<file path="src/rtl/spi_bridge.sv">
// SPI mode-0 slave front end for the PWM register interface: oversamples the SPI pins
// on clk, deserialises MOSI into bytes and serialises data_out onto MISO.
module spi_bridge #(
  parameter int SCLK_RATIO_MIN = 16
) (
  input  logic       clk,
  input  logic       rst_n,
  input  logic       sclk,
  input  logic       cs_n,
  input  logic       mosi,
  output logic       miso,
  output logic       byte_sync,
  output logic [7:0] data_in,
  input  logic [7:0] data_out
);

  logic       sclk_m, sclk_s, sclk_d;
  logic       cs_m, cs_s, cs_d;
  logic       mosi_m, mosi_s;
  logic [6:0] rx;
  logic [7:0] tx;
  logic [2:0] bit_cnt;
  logic       rise, fall, active, cs_fall;

  always_ff @(posedge clk or negedge rst_n) begin
    if (!rst_n) begin
      sclk_m <= 1'b0;
      sclk_s <= 1'b0;
      sclk_d <= 1'b0;
      cs_m   <= 1'b1;
      cs_s   <= 1'b1;
      cs_d   <= 1'b1;
      mosi_m <= 1'b0;
      mosi_s <= 1'b0;
    end else begin
      sclk_m <= sclk;
      sclk_s <= sclk_m;
      sclk_d <= sclk_s;
      cs_m   <= cs_n;
      cs_s   <= cs_m;
      cs_d   <= cs_s;
      mosi_m <= mosi;
      mosi_s <= mosi_m;
    end
  end

  assign rise    = sclk_s & ~sclk_d;
  assign fall    = ~sclk_s & sclk_d;
  assign active  = ~cs_s;
  assign cs_fall = ~cs_s & cs_d;

  // Deselect has priority over any sclk edge seen in the same cycle.
  always_ff @(posedge clk or negedge rst_n) begin
    if (!rst_n) begin
      rx        <= '0;
      tx        <= '0;
      bit_cnt   <= '0;
      data_in   <= '0;
      byte_sync <= 1'b0;
    end else if (!active) begin
      rx        <= '0;
      bit_cnt   <= '0;
      byte_sync <= 1'b0;
    end else begin
      byte_sync <= 1'b0;
      if (rise) begin
        rx      <= {rx[5:0], mosi_s};
        bit_cnt <= bit_cnt + 3'd1;
        if (bit_cnt == 3'd7) begin
          data_in   <= {rx, mosi_s};
          byte_sync <= 1'b1;
        end
      end
      if (cs_fall || (fall && bit_cnt == 3'd0))
        tx <= data_out;
      else if (fall)
        tx <= {tx[6:0], 1'b0};
    end
  end

  assign miso = active & tx[7];

  // Consecutive sclk rises must be at least half the minimum ratio apart.
  for (genvar i = 1; i < SCLK_RATIO_MIN / 2; i++) begin : g_rate_chk
    assert property (@(posedge clk) disable iff (!rst_n) rise |-> !$past(rise, i));
  end

endmodule
</file>
<file path="config.mk">
export PLATFORM = sky130hd
export DESIGN_NAME = spi_bridge
export DESIGN_NICKNAME = d
export VERILOG_FILES = /design/src/rtl/spi_bridge.sv
export SDC_FILE = /design/constraint.sdc
export NUM_CORES = 1
export LEC_CHECK = 0
export CORE_UTILIZATION = 29
export CTS_BUF_LIST = sky130_fd_sc_hd__clkbuf_4 sky130_fd_sc_hd__clkbuf_8
export CTS_CLUSTER_DIAMETER = 60
export DETAILED_ROUTE_END_ITERATION = 8
export DONT_BUFFER_PORTS = 1
export PLACE_DENSITY_LB_ADDON = 0.25
export RECOVER_POWER = 100
export REMOVE_ABC_BUFFERS = 1
export SLEW_MARGIN = 15
export SYNTH_ARGS = -nofsm -noshare
export SYNTH_HDL_FRONTEND = slang
export SYNTH_SLANG_ARGS = --single-unit
</file>
<file path="constraint.sdc">
create_clock -name clk -period 1.9 [get_ports clk]
set_clock_uncertainty 0.15 [all_clocks]
set_input_delay 0.475 -clock clk [delete_from_list [all_inputs] [get_ports clk]]
set_output_delay 0.475 -clock clk [all_outputs]
set_load 0.005 [all_outputs]
</file>
Word-level counts from Yosys, hierarchy flattened
Index checks and enable logic that the tools add are counted. Widths: inputs -> output; s select.

Flip-flop bits (word level): 35. Latch bits: 0. Memory bits (writable): 0. Memory bits (read-only): 0. Input port bits: 13. Output and inout port bits: 10. Word-level logic and storage cells: 38. Memories: 0.

$add $sub $neg: 1. Multiply operators: 0. Divide/modulo/power cells: 0. Order comparisons: 0. Eq/ne operators: 1. Shift-type cells: 0. Muxes and demuxes: 9. Bitwise gates (word level): 7. Reductions and logical operators: 7.

Operators with widths (number): $mux 8 (2); $mux 7 (2); $mux 3 (2); $and 1x1->1 (4); $reduce_bool 2->1 (2); $add 3x1->3 const B (1); $eq 3x3->1 const B (1); $logic_not 3->1 (1); $mux 1 (3); $not 1->1 (3); $reduce_and 3->1 (1); $reduce_and 2->1 (1); $logic_and 1x1->1 (1); $logic_or 1x1->1 (1).

Longest topological paths before layout
Depth after elaboration: 6. Mapped depth: 6. Mapped depth without buffers: 5.

Least setup slack after synthesis
No wires, ideal clock.

Kind: reg-to-output. Start point: register cs_s. End point: output port miso. Arrival: 1.109 ns. Required time: 1.275 ns. Slack: 0.166 ns. Stages on the path, launching flop included: 4. Path buffers: 2. Cells stage by stage: dfstp_2 > clkbuf_1 > clkbuf_1 > nor2_1.

Cells in the longest elaborated chain, start to end: 2.

Ends and longest elaborated chain: from (decl) (RTL line 18) `logic cs_m, cs_s, cs_d;`; from (signal assigned) (RTL line 40) `cs_s <= cs_m;`; $not 1->1 (no source line); $and 1x1->1 (RTL line 81) `assign miso = active & tx[7];`; to (decl) (RTL line 11) `output logic miso,`.

No other way between the ends.

Final worst setup path
Start point: register sclk_s. End point: register tx[1].

Cells in the longest elaborated chain, start to end: 6. Elaborated cells between the ends (all ways): 7. Those cells by class: 1 x mux; 2 x bitwise; 4 x reduce/logical.

Ends and longest elaborated chain: from (decl) (RTL line 17) `logic sclk_m, sclk_s, sclk_d;`; from (signal assigned) (RTL line 37) `sclk_s <= sclk_m;`; $not 1->1 (*) (RTL line 48) `assign fall = ~sclk_s & sclk_d;`; $and 1x1->1 (*) (RTL line 48); $logic_and 1x1->1 (RTL line 74) `if (cs_fall || (fall && bit_cnt == 3'd0))`; $logic_or 1x1->1 (RTL line 74); $reduce_bool 2->1 (no source line); $reduce_and 2->1 (no source line); to (signal assigned) (RTL line 75) `tx <= data_out;`; to (signal assigned) (RTL line 77) `tx <= {tx[6:0], 1'b0};`; to (decl) (RTL line 21) `logic [7:0] tx;`.

Mark *: on every way between the ends. The rest lies on a longest branch, timed or not. A chain may end at the register's enable or synchronous reset.

==> impl_metrics.py <==
metrics = {
    "status": {
        "status": "finished, final reports clean",
    },
    "synthesis": {
        "yosys_warnings": 0,
        "ys_ff_latch": 35,
        "synth_xor_xnor_area_share": 0.00550,
        "yosysMostFrequentCell": "dfrtp_1",
        "synthMuxAreaShare": 0.0629,
        "yosys.area.top_type": "dfrtp_1",
        "synth_top_family_by_area": "compound AO/OA/AOI/OAI gates",
        "async_flop_share": 1.00,
        "syn_area_um2": 1590,
        "yosys_most_used_dff": "dfrtp_1",
        "synth_common_cells": "32 x dfrtp_1, 18 x nand2_1, 14 x or2_2, 11 x inv_1, 9 x a21oi_1",
        "ys_seq_area_frac": 0.553,
        "synthAdderAreaFrac": 0.0236,
        "synth_top_area_share": 0.503,
        "synth-compound-area-share": 0.146,
        "synth_cells": 143,
        "synth_cell_types": 27,
        "synth_area_leaders": "dfrtp_1 50%, mux2_2 5.7%, or2_2 5.5%",
        "syn_area_per_cell_um2": 11.1,
        "yosys.area_share.simple": 0.145,
        "synth_edf_count": 0,
    },
    "timing": {
        "rsz0062_at_grt": "no",
        "fin_crit_sh": 0.932,
        "slew_violations": 0,
        "holdWs_ns": 0.0306,
        "slew-limit-headroom": 0.432,
        "fin_crit_ns": 1.77,
        "tightestPinTransition_ns": 0.853,
        "hold_violations": 0,
        "tns_ns": 0,
        "finalSetupViolCount": 0,
        "clock.fmax_mhz": 565,
        "worst_slack_ns": 0.129,
    },
    "setup_path": {
        "cp.arrival_ns": 1.80,
        "cp_cell_sequence": "nand2b_1, a21o_1, a211oi_1",
        "crit_type": "reg2reg",
        "endpoint": "tx[1]$_DFFE_PN0P_",
        "rr_worst_depth": 3,
        "reg2reg_from": "sclk_s$_DFF_PN0_",
        "cp-startpoint": "sclk_s$_DFF_PN0_",
        "startpoint_type": "flip-flop",
        "cp_slowest_cell": "dfrtp_1",
        "reg2reg_to": "tx[1]$_DFFE_PN0P_",
        "slowest_delay_ns": 0.43,
        "required_ns": 1.93,
        "cp_max_fo": 15,
        "rrSetupSlack_ns": 0.13,
        "crit_path_end_kind": "flip-flop",
    },
    "routing": {
        "ant_nets": 0,
        "drt_iter0_drc": 54,
        "drc_errors": 0,
        "viasPerCell": 4.96,
        "drt-total-wl_um": 3140,
        "avgRoutedWirePerCell_um": 14.5,
        "drt_pass1_iterations": 5,
        "via_count": 1076,
    },
    "floorplanning": {
        "start_util": 0.306,
        "die_h_um": 76.1,
        "io_pins": 23,
        "core_um2": 5200,
        "die_w_um": 76.1,
        "fp-row-count": 26,
        "die_area_um2": 5790,
    },
    "finish": {
        "multi_input_area_um2": 612,
        "post_layout_nonfiller_instances": 217,
        "nFillCells": 550,
        "nNetsFinal": 162,
        "regArea_um2": 880,
        "diodes": 0,
        "area_growth_pct": 12.7,
        "drive_above_1_share": 0.272,
    },
    "placement": {
        "gp_congestion": 0.724,
        "dp_cells": 206,
        "dp_slack_ns": -0.138,
        "dp.final_hpwl_um": 2060,
        "io_buffer_count": 0,
    },
    "clock_tree": {
        "clock_latency_ns": 0.28,
        "cts_tree": "built",
        "numCtsBuffers": 5,
        "path_clk_slew_ns": 0.07,
        "cts_max_level": 2,
        "clockBufferDepth": 2,
        "cts.sinks": 35,
        "root_buffer": "clkbuf_8",
    },
    "power_and_ir_drop": {
        "total_power_uw": 1650,
        "p_per_area_nw_per_um2": 918,
        "ir_worst_vdd_mv": 0.485,
        "p_leak_uw": 0.000775,
    },
    "grt": {
        "grt_max_degree": 36,
        "track_usage": 0.116,
        "globalRouteOverflowTotal": 0,
        "grt_pass1_vias": 1086,
        "grt_antenna_before_repair": 0,
        "grt_pass1_wl_um": 5320,
    },
    "job": {
        "cap_viol_max_count": 0,
    },
    "min_path": {
        "hold_path_class": "in2reg",
    },
}
[worst min-delay path by stage]
stage / cells past startpoint / startpoint / to
floorplan: 0 / rst_n / bit_cnt[0]$_DFFE_PN0P_
global placement: 0 / rst_n / tx[7]$_DFFE_PN0P_
detailed placement: 0 / rst_n / tx[7]$_DFFE_PN0P_
CTS: 0 / cs_n / cs_m$_DFF_PN1_
global route: 0 / cs_n / cs_m$_DFF_PN1_
finish: 0 / cs_n / cs_m$_DFF_PN1_
[power by group]
| group | internal, uW | total (uW) | switching (uW) |
|---|---|---|---|
| clock network | 397 | 679 | 282 |
| registers | 794 | 822 | 28.0 |
| logic | 60.4 | 146 | 85.5 |
| total | 1250 | 1650 | 396 |
[layer usage]
layer | part of all wire | GRT usage | vias to the layer above
li1 | - | - | 496
met1 | 0.44 | 0.145 | 546
met2 | 0.48 | 0.181 | 26
met3 | 0.057 | 0.0395 | 8
met4 | 0.020 | 0.0538 | 0
met5 | 0 | 0 | -
[timing repair]
item	in CTS	in global routing
endpoints found under the setup margin	8	9
gates resized for setup	1	1
setup buffers	0	1
hold buffers	2	0
cloned	0	0
endpoints found under the hold margin	35	0
[through the flow]
step                 util  cell area, um2
floorplan               -            1530
global placement    0.315            1640
detailed placement  0.315            1640
CTS                 0.345            1790
global route        0.345            1790
finish              0.345            1790
[cell families (layout without fill, tap and decap cells)]
| logic type | Yosys count | after routing |
|---|---|---|
| AND/OR/NAND/NOR | 42 | 42 |
| flip-flops | 35 | 35 |
| AO/OA/AOI/OAI | 32 | 32 |
| buffers and inverters | 21 | 25 |
| multiplexers | 9 | 9 |
| adder cells (fa/ha/maj) | 3 | 3 |
| XOR/XNOR | 1 | 1 |
[flip-flops by register name (all words and copies together) (netlist names), 3 cells and up]
signal,cells
bit_cnt,3
data_in,8
rx,7
tx,8
[layout by cell type (no fill, tap or decap)]
| cell | netlist | routed |
|---|---|---|
| nand2b_1 | 3 | 3 |
| o21ai_0 | 1 | 1 |
| a211oi_1 | 7 | 7 |
| a221oi_1 | 7 | 7 |
| nor3b_2 | 1 | 1 |
| or2_2 | 14 | 14 |
| nand2_1 | 18 | 18 |
| and4bb_2 | 1 | 1 |
| dfstp_2 | 3 | 3 |
| nand4bb_1 | 1 | 1 |
| mux2i_1 | 1 | 1 |
| clkbuf_8 | 0 | 5 |
| and2b_1 | 1 | 1 |
| mux2_2 | 8 | 8 |
| a21oi_1 | 9 | 9 |
| a2111oi_1 | 0 | 1 |
| nor2_1 | 2 | 2 |
| bufinv_16 | 0 | 1 |
| nor2b_1 | 1 | 1 |
| a2111oi_0 | 7 | 6 |
| inv_1 | 11 | 11 |
| ha_1 | 3 | 3 |
| a21o_1 | 1 | 1 |
| buf_12 | 0 | 1 |
| clkinv_4 | 0 | 1 |
| dfrtp_1 | 32 | 32 |
| inv_6 | 0 | 1 |
| clkbuf_2 | 1 | 1 |
| buf_4 | 1 | 3 |
| xnor2_1 | 1 | 1 |
| dlygate4sd3_1 | 0 | 1 |
[area by class of cell]
cell class,count,area share
inverters,11,0.0230
clock buffers,5,0.0384
repair buffers,6,0.0321
flip-flops and latches,35,0.490
clock inverters,3,0.0265
multi-input cells,87,0.341
well taps,70,0.0488
[worst max-delay path: cells and delay by family (launching register included)]
| family | cells | cell delay [ns] |
|---|---|---|
| compound gates | 2 | 0.70 |
| flops | 1 | 0.43 |
| simple gates | 1 | 0.39 |
No activity file was read; power rests on OpenSTA's default activity.
